**src/rtl/arbiter_4_req_ctrl.sv**
```systemverilog
// Clocked 4-phase request/release front-end for a 4-way mutex arbiter: Y synchronisers, per-channel FSMs, overlap flag.
// Optional per-channel grant hold timeout is built in when ARB4_REQ_CTRL_TIMEOUT_EN is defined.
module arbiter_4_req_ctrl #(
   parameter int          SYNC_STAGES = 2,
   parameter int unsigned HOLD_MAX    = 255
) (
   input  logic       CLK,
   input  logic       RST,
   input  logic [3:0] REQ,
   input  logic [3:0] REL,
   output logic [3:0] X,
   input  logic [3:0] Y,
   output logic [3:0] GNT,
   output logic       OVLP,
   output logic [3:0] TOUT
);

   typedef enum logic [1:0] {IDLE, WAIT, HELD, DROP} state_e;

   if (SYNC_STAGES < 2 || SYNC_STAGES > 3 || HOLD_MAX > 255) begin : g_bad_params
      $error("arbiter_4_req_ctrl: SYNC_STAGES must be 2..3 and HOLD_MAX must fit in 8 bits");
   end

   logic [3:0] sync_q [SYNC_STAGES];
   logic [3:0] ysync;
   logic       ovlp_q;

   always_ff @(posedge CLK) begin
      if (RST) begin
         for (int s = 0; s < SYNC_STAGES; s++) sync_q[s] <= 4'h0;
         ovlp_q <= 1'b0;
      end else begin
         sync_q[0] <= Y;
         for (int s = 1; s < SYNC_STAGES; s++) sync_q[s] <= sync_q[s-1];
         ovlp_q <= ($countones(ysync) > 1);
      end
   end

   assign ysync = sync_q[SYNC_STAGES-1];
   assign OVLP  = ovlp_q;

   for (genvar gi = 0; gi < 4; gi++) begin : g_chan
      state_e state_q, state_d;
      logic   x_q, x_d, gnt_q, gnt_d;
      logic   timeout_hit;

`ifdef ARB4_REQ_CTRL_TIMEOUT_EN
      localparam logic [7:0] HOLD_LIMIT = 8'(HOLD_MAX);
      logic [7:0] cnt_q, cnt_d;
      logic       tout_q, tout_d;

      // Counter reads zero on the first HELD cycle, so the grant lasts HOLD_MAX+1 cycles.
      always_comb begin
         cnt_d       = (state_q == HELD) ? cnt_q + 8'd1 : 8'd0;
         timeout_hit = (state_q == HELD) && (cnt_q == HOLD_LIMIT);
         tout_d      = tout_q | (timeout_hit & ~REL[gi]);
      end

      always_ff @(posedge CLK) begin
         if (RST) begin
            cnt_q  <= 8'd0;
            tout_q <= 1'b0;
         end else begin
            cnt_q  <= cnt_d;
            tout_q <= tout_d;
         end
      end

      assign TOUT[gi] = tout_q;
`else
      assign timeout_hit = 1'b0;
      assign TOUT[gi]    = 1'b0;
`endif

      always_ff @(posedge CLK) begin
         if (RST) begin
            state_q <= IDLE;
            x_q     <= 1'b0;
            gnt_q   <= 1'b0;
         end else begin
            state_q <= state_d;
            x_q     <= x_d;
            gnt_q   <= gnt_d;
         end
      end

      always_comb begin
         state_d = state_q;
         unique case (state_q)
            IDLE: if (REQ[gi]) state_d = WAIT;
            WAIT: begin
               // A withdrawn request wins over a grant arriving in the same cycle.
               if (!REQ[gi])       state_d = DROP;
               else if (ysync[gi]) state_d = HELD;
            end
            HELD: if (REL[gi] || timeout_hit) state_d = DROP;
            DROP: if (!ysync[gi]) state_d = IDLE;
         endcase
      end

      // Outputs decoded from the next state so X/GNT come straight from flops.
      always_comb begin
         x_d   = (state_d == WAIT) || (state_d == HELD);
         gnt_d = (state_d == HELD);
      end

      assign X[gi]   = x_q;
      assign GNT[gi] = gnt_q;
   end

endmodule

```
**config.mk**
```make
export PLATFORM = sky130hd
export DESIGN_NAME = arbiter_4_req_ctrl
export DESIGN_NICKNAME = d
export VERILOG_FILES = /design/src/rtl/arbiter_4_req_ctrl.sv
export SDC_FILE = /design/constraint.sdc
export NUM_CORES = 1
export LEC_CHECK = 0
export CAP_MARGIN = 10
export CORE_UTILIZATION = 51
export DETAILED_ROUTE_END_ITERATION = 6
export GPL_ROUTABILITY_DRIVEN = 0
export PLACE_DENSITY = 0.94
export SLEW_MARGIN = 10
export SYNTH_ARGS = -nofsm -noshare
export SYNTH_HDL_FRONTEND = slang
export SYNTH_SLANG_ARGS = --single-unit
export TNS_END_PERCENT = 100
```
**constraint.sdc**
```tcl
create_clock -name CLK -period 2.4 [get_ports CLK]
set_clock_uncertainty 0.1 [all_clocks]
set_input_delay 0.72 -clock CLK [delete_from_list [all_inputs] [get_ports CLK]]
set_output_delay 0.72 -clock CLK [all_outputs]
set_load 0.01 [all_outputs]
```
Word-level counts from Yosys, hierarchy flattened
Memories as Yosys holds them, arrays and structs flattened.
Index checks and enable logic that the tools add are counted.
{ "word_totals": {"ff_bits": 17, "latchBits": 0, "ram_bits": 8, "romBits": 0, "input_bits": 14, "out_inout_bits": 13, "word_cells": 77, "mem_count": 1} }
{ "op_classes": {"n_addsub": 3, "n_mul": 0, "n_div": 0, "magnitude_cmp": 1, "n_eq_ne": 20, "shifts": 0, "mux": 29, "n_bitwise": 2, "n_reduce_logical": 8} }
{ "mem_list": {"columns": ["name", "depth", "word_bits", "read_ports", "rd_ports_with_merged_regs", "write_ports", "line", "rtl"], "rows": [
  ["sync_q", 2, 4, 2, 0, 2, "24", "logic [3:0] sync_q [SYNC_STAGES];"]
]} }
{ "ops": {"columns": ["op", "n"], "rows": [
  ["$mux W2", 20],
  ["$pmux W2 S4", 4],
  ["$eq A2 B2 Y1 const B", 12],
  ["$eq A2 B1 Y1 const B", 8],
  ["$logic_not A2 Y1", 4],
  ["$mux W4", 2],
  ["$add A1 B1 Y2", 2],
  ["$logic_or A1 B1 Y1", 4],
  ["$add A2 B2 Y3", 1],
  ["$gt A3 B1 Y1 const B", 1],
  ["$mux W1", 3],
  ["$or A1 B1 Y1", 2]
]} }

Longest topological paths before layout
An unclocked memory read counts as a cell.
{ "depth": {"depth_word": 6, "mapped_depth": 5} }

Worst setup path after synthesis
Ideal clock, no wire load.
{ "synth_timing": {"path_type": "in2reg", "startpoint": "input REL[0]", "endpoint": "register g_chan[0].x_q", "arrival_ns": 1.513, "t_required_ns": 2.234, "path_slack_ns": 0.721, "cell_stages": 5, "n_path_buf": 0, "cell_sequence": "inv_1 -> a211o_1 -> and2_1 -> ha_1 -> nor2_1"} }
{ "synth_via": {"elab_chain_len": 4, "word_cells_on_any_way": 5, "cone_classes": "eq/ne: 2; mux: 2; reduce/logical: 1"} }
{ "synth_rtl": {"columns": ["element", "line", "rtl"], "rows": [
  ["from (decl)", "10", "input logic [3:0] REL,"],
  ["$mux W2 (*)", "96", "HELD: if (REL[gi] || timeout_hit) state_d = DROP;"],
  ["$pmux W2 S4 (*)", "89", "unique case (state_q)"],
  ["$eq A2 B1 Y1 or $eq A2 B2 Y1 (tied branches)", "103", "x_d = (state_d == WAIT) || (state_d == HELD);"],
  ["$logic_or A1 B1 Y1 (*)", "103", null],
  ["to (signal assigned)", "78", "x_q <= 1'b0;"],
  ["to (signal assigned)", "82", "x_q <= x_d;"],
  ["to (decl)", "44", "logic x_q, x_d, gnt_q, gnt_d;"]
]} }
Every way passes the cells marked *; elsewhere a longest branch is shown, timed or not.
A chain may end at the register's enable or synchronous reset.

Final worst setup path
{ "layout_timing": {"startpoint": "register g_chan[3].gnt_q", "endpoint": "output GNT[3]"} }
{ "layout_rtl": {"columns": ["element", "line", "rtl"], "rows": [
  ["from (decl)", "44", null],
  ["from (signal assigned)", "83", "gnt_q <= gnt_d;"],
  ["to (decl)", "13", "output logic [3:0] GNT,"]
]} }
No word-level cell between the ends.

==> flow_summary.json <==
{
  "yosysTopAreaCellShare_pct": 46.6,
  "report.final.setup_viol": 0,
  "postCtsSetupRepairBufs": 0,
  "io_pins": 27,
  "pre_cts_slack_ns": 0.143,
  "synth_edf_count": 0,
  "max-cap-violations": 0,
  "row_count": 16,
  "final_cell_mix": "25 x dfxtp_1, 22 x clkdlybuf4s50_1, 19 x nor2_1",
  "hold_buffers": 0,
  "layout_setup_ws_ns": 0.398,
  "outcome": "finished, final reports clean",
  "synth_top_area_cell": "dfxtp_1",
  "drt_pass1_iterations": 5,
  "antenna-diode-count": 0,
  "worst_setup_path_end_kind": "primary output",
  "ys_ff_latch": 25,
  "die_x_um": 47.9,
  "cts.clk_slew.worst_paths_ns": 0.13,
  "drv_slew": 0,
  "synth_top_flop_cell": "dfxtp_1",
  "ys_types": 27,
  "grt_pass1_wl_um": 2580,
  "synthArstFlopShare_pct": 0,
  "crit_cells": 1,
  "seq_area_sq_um": 500,
  "yosysSeqAreaShare_pct": 46.6,
  "post-route-drc-count": 0,
  "via_per_inst": 4.84,
  "critPathMaxFanout": 1,
  "die_area_sq_mm": 0.00229,
  "synth_area_sq_mm": 0.00107,
  "crit_slowest_cell": "clkdlybuf4s50_1",
  "wl_um": 1670,
  "initial_core_util_pct": 54.7,
  "finish.instance_area_sq_mm": 0.00127,
  "powerDensity_mw_per_mm2": 692,
  "worstPathCellList": "clkdlybuf4s50_1",
  "tns_ns": 0,
  "layout-drive-gt1-share_pct": 9.52,
  "syn_to_final_growth_pct": 18.8,
  "synth_area_per_cell_sq_um": 9.76,
  "post_dp_cell_area_sq_mm": 0.00125,
  "fmax_ghz": 0.500,
  "critPathRequiredTime_ns": 1.58,
  "core_sq_mm": 0.00196,
  "hold_class": "flop to flop",
  "p_leak_nw": 0.512,
  "die_h_um": 47.9,
  "p_total_w": 0.000882,
  "antenna_found_initial": 0,
  "path_buf_inv": 1,
  "final_common_cell": "dfxtp_1",
  "ff2ff_path_depth": 5,
  "grtUsageTotal_pct": 17.3,
  "portBuffers": 22,
  "fin_crit_sh_pct": 83.4,
  "wl_per_cell_um": 10.9,
  "numCtsBuffers": 3,
  "min_path_cells": 1,
  "cts_tree": "done",
  "finalCriticalPeriod_ns": 2.00,
  "cts_buffer_depth": 2,
  "cts-root-buf": "clkbuf_4",
  "synth_area_leaders": "dfxtp_1 47%, buf_4 8.4%, nor2b_1 7.0%",
  "grt_max_degree": 20,
  "peakVddDrop_mv": 0.484,
  "grt_pass1_vias": 602,
  "grt_overflow": 0,
  "drtIter0Drc": 13,
  "crit_path_start_kind": "flop",
  "rsz0062_at_grt": "no",
  "syn_inst": 110,
  "cts_resized": 0,
  "cpPeakStageDelay_ns": 0.53,
  "vias": 741,
  "hpwlAfterDp_um": 1300,
  "cts_max_level": 1,
  "path_delay_family": "buffers and inverters",
  "synth_warnings": 0,
  "crit_type": "flop to primary output",
  "cp_data_arrival_time_ns": 1.18,
  "cts.sinks": 25,
  "nFillCells": 176,
  "multi_input_area_sq_um": 467,
  "clock_latency_ns": 0.32,
  "finalHoldViolCount": 0,
  "ant_nets": 0,
  "layout.nets": 146
}
path summary, 6_finish.rpt:
path	start	endpoint	slack [ns]
hold reg to reg	sync_q[0][1]	sync_q[0][5]	0.36
setup / recovery	g_chan[3].gnt_q	GNT[3]	0.40
setup reg to reg	g_chan[0].state_q[1]	g_chan[0].x_q	0.90
hold / removal	sync_q[0][1]	sync_q[0][5]	0.36
synthesized netlist by cell type, types with 2 or more instances:
| library cell | count |
|---|---|
| inv_1 | 5 |
| buf_4 | 12 |
| dfxtp_1 | 25 |
| nand2b_1 | 2 |
| nor2_1 | 19 |
| a21oi_1 | 6 |
| nand3_1 | 3 |
| nor2b_1 | 12 |
| ha_1 | 4 |
| a211oi_1 | 4 |
| o21ba_2 | 2 |
logic make-up after synthesis:
family / after synthesis / share of synthesized area [%]
adder cells (fa/ha/maj): 5 / 6.53
other: 1 / 0.349
flip-flops: 25 / 46.6
multiplexers: 2 / 2.45
AND/OR/NAND/NOR: 41 / 19.6
buffers and inverters: 19 / 11.0
AO/OA/AOI/OAI: 17 / 13.5
power breakdown:
| group | internal (W) | switching [W] | total, W |
|---|---|---|---|
| logic | 0.000120 | 0.0000881 | 0.000208 |
| clock network | 0.0000625 | 0.000120 | 0.000182 |
| registers | 0.000461 | 0.0000310 | 0.000492 |
| total | 0.000643 | 0.000239 | 0.000882 |
per-stage QoR:
step / cells / hold slack [ns] / utilization, %
after floorplan: 113 / 0.314 / -
final: 153 / 0.356 / 65.0
after global routing: 153 / 0.370 / 65.0
after detailed placement: 149 / 0.325 / 63.6
after CTS: 153 / 0.357 / 65.0
after global placement: 149 / 0.317 / 63.6
metal layers:
metal / GRT usage (%) / up-vias / wire length (um) / share of wire (%)
met5: 0 / - / 0 / 0
met4: 11.7 / 0 / 43 / 2.6
met1: 19.7 / 341 / 685 / 41
met3: 4.53 / 4 / 83 / 5.0
li1: - / 376 / - / -
met2: 28.4 / 20 / 856 / 51
sequential cells by signal, indices dropped and copies added (netlist names):
register and flops:
g_chan.state_q 8, sync_q 8, g_chan.gnt_q 4, g_chan.x_q 4, OVLP 1
area by class of cell:
cell class | instances | area share (%)
clock inverters | 1 | 0.393
well taps | 27 | 2.65
clock buffers | 3 | 1.77
multi-input cells | 69 | 36.6
flip-flops and latches | 25 | 39.3
repair buffers | 23 | 17.9
inverters | 5 | 1.47
Note: power is estimated with default switching activity, not from simulation.
